--- src/rtl/dm_pkg.sv ---
// rtl/dm_pkg.sv - size/error encodings and FSM state type for the sized data memory
package dm_pkg;

  localparam logic [1:0] SZ_B = 2'b00;
  localparam logic [1:0] SZ_H = 2'b01;
  localparam logic [1:0] SZ_W = 2'b10;

  localparam int ERR_MIS = 0;
  localparam int ERR_OOR = 1;

  typedef enum logic {CLEAR = 1'b0, RUN = 1'b1} dm_state_t;

  // Size 2'b11 has no legal alignment, so it always reports misaligned.
  function automatic logic dm_misaligned(input logic [1:0] size, input logic [1:0] lo);
    case (size)
      SZ_B:    return 1'b0;
      SZ_H:    return lo[0];
      SZ_W:    return |lo;
      default: return 1'b1;
    endcase
  endfunction

endpackage

--- src/rtl/dm_load_ext.sv ---
// rtl/dm_load_ext.sv - selects the addressed byte/half/word lane and sign/zero-extends it
module dm_load_ext
  import dm_pkg::*;
(
  input  logic [1:0]  i_size,
  input  logic        i_unsigned,
  input  logic [1:0]  i_addr_lo,
  input  logic [31:0] i_word,
  output logic [31:0] o_data
);

  logic [31:0] w_shifted;

  assign w_shifted = i_word >> {i_addr_lo, 3'b000};

  always_comb begin
    o_data = w_shifted;
    case (i_size)
      SZ_B:    o_data = {{24{~i_unsigned & w_shifted[7]}}, w_shifted[7:0]};
      SZ_H:    o_data = {{16{~i_unsigned & w_shifted[15]}}, w_shifted[15:0]};
      default: o_data = w_shifted;
    endcase
  end

endmodule

--- src/rtl/dm_sized_mem.sv ---
// rtl/dm_sized_mem.sv - little-endian byte-addressable data memory with clear-on-reset FSM
module dm_sized_mem
  import dm_pkg::*;
#(
  parameter int ADDR_W      = 32,
  parameter int DEPTH_BYTES = 128
) (
  input  logic              clk_i,
  input  logic              rst_n_i,
  input  logic              req_i,
  input  logic              we_i,
  input  logic [1:0]        size_i,
  input  logic              unsigned_i,
  input  logic [ADDR_W-1:0] addr_i,
  input  logic [31:0]       data_i,
  output logic              ready_o,
  output logic              valid_o,
  output logic [31:0]       data_o,
  output logic [1:0]        err_o
);

  localparam int IDX_W     = $clog2(DEPTH_BYTES);
  localparam int CLR_WORDS = DEPTH_BYTES / 4;
  localparam int WIDX_W    = IDX_W - 2;
  localparam logic [WIDX_W-1:0] LAST_WORD = WIDX_W'(CLR_WORDS - 1);

  dm_state_t         r_state, w_state_nxt;
  logic [WIDX_W-1:0] r_clr_idx, w_clr_idx_nxt;
  logic              w_clr_we, w_ready;
  logic [31:0]       r_mem [CLR_WORDS];

  logic              w_acc, w_st_we, w_respond;
  logic [1:0]        w_err, w_lo;
  logic [WIDX_W-1:0] w_widx;
  logic [3:0]        w_be;
  logic [31:0]       w_wdata, w_word, w_ld_data;

  logic              r_valid;
  logic [31:0]       r_data;
  logic [1:0]        r_err;

  assign w_lo           = addr_i[1:0];
  assign w_widx         = addr_i[IDX_W-1:2];
  assign w_err[ERR_MIS] = dm_misaligned(size_i, w_lo);
  assign w_err[ERR_OOR] = |addr_i[ADDR_W-1:IDX_W];
  assign w_acc          = req_i && w_ready;
  assign w_st_we        = w_acc && we_i && (w_err == 2'b00);
  assign w_respond      = w_acc && (!we_i || (w_err != 2'b00));
  assign w_wdata        = data_i << {w_lo, 3'b000};

  always_comb begin
    case (size_i)
      SZ_B:    w_be = 4'b0001 << w_lo;
      SZ_H:    w_be = 4'b0011 << w_lo;
      default: w_be = 4'b1111;
    endcase
  end

  always_ff @(posedge clk_i or negedge rst_n_i) begin
    if (!rst_n_i) begin
      r_state   <= CLEAR;
      r_clr_idx <= '0;
    end else begin
      r_state   <= w_state_nxt;
      r_clr_idx <= w_clr_idx_nxt;
    end
  end

  always_comb begin
    w_state_nxt   = r_state;
    w_clr_idx_nxt = r_clr_idx;
    w_clr_we      = 1'b0;
    w_ready       = 1'b0;
    case (r_state)
      CLEAR: begin
        w_clr_we      = 1'b1;
        w_clr_idx_nxt = r_clr_idx + 1'b1;
        if (r_clr_idx == LAST_WORD) w_state_nxt = RUN;
      end
      RUN:     w_ready = 1'b1;
      default: w_state_nxt = CLEAR;
    endcase
  end

  // The array itself is not reset; the CLEAR pass zeroes it before any request is accepted.
  always_ff @(posedge clk_i) begin
    if (w_clr_we) begin
      r_mem[r_clr_idx] <= '0;
    end else if (w_st_we) begin
      for (int k = 0; k < 4; k++) begin
        if (w_be[k]) r_mem[w_widx][8*k +: 8] <= w_wdata[8*k +: 8];
      end
    end
  end

  assign w_word = r_mem[w_widx];

  dm_load_ext u_load_ext (
    .i_size     (size_i),
    .i_unsigned (unsigned_i),
    .i_addr_lo  (w_lo),
    .i_word     (w_word),
    .o_data     (w_ld_data)
  );

  always_ff @(posedge clk_i or negedge rst_n_i) begin
    if (!rst_n_i) begin
      r_valid <= 1'b0;
      r_data  <= '0;
      r_err   <= '0;
    end else begin
      r_valid <= w_respond;
      if (w_respond) begin
        r_err  <= w_err;
        r_data <= (w_err == 2'b00) ? w_ld_data : 32'h0;
      end
    end
  end

  assign ready_o = w_ready;
  assign valid_o = r_valid;
  assign data_o  = r_data;
  assign err_o   = r_err;

endmodule
--- config.mk ---
export PLATFORM = sky130hd
export DESIGN_NAME = dm_sized_mem
export DESIGN_NICKNAME = d
export VERILOG_FILES = /design/src/rtl/dm_pkg.sv /design/src/rtl/dm_load_ext.sv /design/src/rtl/dm_sized_mem.sv
export SDC_FILE = /design/constraint.sdc
export NUM_CORES = 1
export LEC_CHECK = 0
export ABC_AREA = 1
export ABC_CLOCK_PERIOD_IN_PS = 3350
export CORE_MARGIN = 2
export CORE_UTILIZATION = 55
export DETAILED_ROUTE_END_ITERATION = 12
export PLACE_DENSITY_LB_ADDON = 0.15
export SLEW_MARGIN = 20
export SYNTH_ARGS = -nofsm -noshare
export SYNTH_HDL_FRONTEND = slang
export SYNTH_SLANG_ARGS = --single-unit
--- constraint.sdc ---
create_clock -name clk_i -period 3.35 [get_ports clk_i]
set_input_delay 0.5025 -clock clk_i [delete_from_list [all_inputs] [get_ports clk_i]]
set_output_delay 0.5025 -clock clk_i [all_outputs]
set_load 0.05 [all_outputs]
==> results by group <==
Global route
  • First-pass GRT wire length: 188 mm
  • Congestion Overflow GR: 0
  • Initial antenna violation count: 1
  • GRT Total Usage: 0.304
  • Largest net degree at the start of global routing: 99
  • Number of global-route vias before repair: 30,389

Synth
  • Leading area contributor after synthesis: edfxtp_1
  • Synth top area cells: edfxtp_1 69%, nand2_1 9.8%, nand3_1 8.4%
  • Synth warn: 0
  • Post-synthesis sequential area ratio: 0.711
  • Seq cells post-synth: 1,065
  • Mapped Cells: 3,874
  • Mapped Area: 44,700 µm²
  • Number of distinct library cells after synthesis: 38
  • Syn avg cell area: 11.5 µm²
  • Post-synth top flop: edfxtp_1
  • Ys async rst share: 0.0385
  • Post-synth EDFFs: 1,024
  • Mapped Nets: 3,947
  • Top cell type's share of synthesized area: 0.688

Die
  • Die width: 289 µm
  • IO Pins: 107
  • Die height: 289 µm
  • Row Count: 104
  • Initial Utilization: 0.555
  • Core area: 80,500 µm²
  • DIE AREA: 83,600 µm²

Clock network
  • Worst-path clk slew: 0.06 ns
  • CTS Sinks: 1,065
  • Bufs on Longest Clock Path: 3
  • Clock latency on the worst-skew pair: 0.68 ns
  • CTS tree: yes
  • Root buf cell: clkbuf_16
  • H-tree level count: 3
  • Post-cts sizing count: 0
  • CTS buffer count: 106
  • # Post-CTS Setup Buffers: 0
  • # hold bufs at CTS: 1

Critical path
  • Worst EP arrival: 3.43 ns
  • Crit path max fanout: 8
  • Crit path launch type: primary input
  • FF-to-FF End: r_mem[17][19]
  • Crit path cell chain: clkdlybuf4s50_1 > nor4_1 > nand4_1 > nor2_1 > buf_4 > nand3_4 > buf_4 > buf_12 > o21ai_2 > inv_2 > nor3_1
  • Most frequent CP cell: buf_4
  • Slowest stage delay, CP: 0.91 ns
  • Critical-path top delay cell: nor3_1
  • R2R Path Start: r_state
  • Reg2reg setup slack: 0.67 ns
  • Worst setup EP type: flop
  • R2R depth: 10
  • WP data required: 3.64 ns
  • Setup CP Type: in -> reg

Placement
  • GPL Wtd Cong: 0.958
  • Post-Place Cells: 5,104
  • HPWL Detailed: 79.8 mm
  • IO buf count: 106

STA
  • Fmax: 318 MHz
  • Final period utilization: 0.938
  • Final setup viols: 0
  • Layout Skew: 0.0274 ns
  • Slew Viols, Final: 0
  • Slew @ Worst Pin: 1.11 ns
  • Min cycle time layout: 3.14 ns
  • Slew HR: 0.256
  • TNS Setup: 0 ns
  • Final Hold Vio Count: 0
  • Unrepaired setup endpoints after global routing: no

Drt
  • Total wire length: 127 mm
  • Initial drt markers: 3,904
  • Wire per inst: 24.0 µm
  • DR vias: 31,621
  • DR vias/cell: 5.97
  • # DRC: 0
  • Drt pass-1 iters: 6
  • Antenna-violating nets left: 0

Worst hold path
  • Hold Path Depth: 2
  • HP Start: data_o[5]
  • WHS Endpoint: data_o[5]
  • Hold Crit Class: reg -> reg

Power and ir drop
  • Pwr/cell area: 527 nW/µm²
  • Static Leak: 20.7 nW
  • VDD IR max: 0.488 mV

Outcome
  • Run status: finished, final reports clean

Layout
  • N_diodes: 0
  • Nets: 4,226
  • Share of cells above drive strength 1: 0.139
  • Post-Layout Cell Count: 5,299
  • Area Growth Syn to Fin: 18.2%
  • # fillers: 5,928
  • Final core utilization: 0.656

Job
  • Max Cap Viol: 0
[power by group]
group	switching, mW	internal [mW]	leakage, nW
sequential	0.00219	14.4	12.3
clock	4.96	6.98	1.71
combinational	1.06	0.483	6.65
[layout by cell type (no fill, tap or decap), types with 28 or more instances in the layout]
master and instances:
nand2_1 1164, o221ai_1 56, nor3_1 117, o21ai_0 139, nor2_1 126, nand3_1 752, nor3_2 28, buf_4 273
edfxtp_1 1024, dfrtp_1 41, clkbuf_16 108, buf_12 70, clkdlybuf4s50_1 100
[synthesized netlist by cell type (9+ instances only)]
cell type,n
nand2_1,1167
edfxtp_1,1024
nand3_1,752
nor2_1,143
buf_2,142
o21ai_0,139
nor3_1,127
clkbuf_1,63
o221ai_1,56
dfrtp_1,41
buf_1,34
inv_1,26
a21oi_1,24
buf_4,22
nor3_2,18
buf_6,17
a211oi_1,9
[state kept, by name, indices dropped and copies added (netlist names)]
| signal | count |
|---|---|
| data_o | 32 |
| r_mem | 1024 |
| err_o | 2 |
| r_clr_idx | 5 |
| r_state | 1 |
| valid_o | 1 |
[cell type report]
| type | count | area, µm² | area share |
|---|---|---|---|
| tap | 1060 | 1330 | 0.0251 |
| clock inverter | 70 | 748 | 0.0142 |
| inverter | 37 | 165 | 0.00313 |
| clock buffer | 124 | 2760 | 0.0523 |
| multi-input combinational | 2494 | 11600 | 0.219 |
| sequential | 1065 | 31800 | 0.601 |
| timing repair buffer | 449 | 4510 | 0.0853 |
[layer usage]
metal	vias to the layer above	wire length [µm]	GRT usage
met4	2	3440	0.0884
met3	239	14500	0.0749
met5	-	10	0
li1	14382	-	-
met2	1781	56600	0.463
met1	15217	52400	0.438
[worst max-delay path, delay by kind of cell]
kind                   cells  cell delay [ns]
buffers and inverters      5             1.11
and+or+nand+nor            5             1.67
AOI/OAI and AO/OA          1             0.14
[through the flow]
stage / cell area (µm²) / hold WS, ns / total power [mW] / worst slack (ns)
after detailed placement: 49300 / 0.466 / 16.2 / -0.393
after floorplan: 44700 / 0.207 / 15.5 / -0.174
after CTS: 52800 / 0.456 / 27.9 / 0.284
final: 52800 / 0.480 / 27.9 / 0.209
after global routing: 52800 / 0.484 / 28.5 / 0.0456
after global placement: 49300 / 0.465 / 16.2 / -0.323
[cells by family (layout without fill, tap and decap cells)]
group,count (synthesis),after routing,share of synthesized area
simple gates,2234,2234,0.217
flops,1065,1065,0.711
buf+inv,315,680,0.0352
compound gates,256,256,0.0358
fa+ha+maj,2,2,0.000560
xor+xnor,2,2,0.000392
[worst max-delay path by stage]
stage	cells after the start	to	slack [ns]	start
detailed placement	9	r_mem[21][31]	-0.39	addr_i[10]
CTS	9	r_mem[21][31]	0.28	addr_i[10]
global route	11	r_mem[17][17]	0.05	addr_i[14]
finish	11	r_mem[17][19]	0.21	addr_i[14]
floorplan	8	r_mem[0][29]	-0.17	addr_i[14]
global placement	11	r_mem[21][19]	-0.32	addr_i[18]
Power figures use the tool's default switching activity.
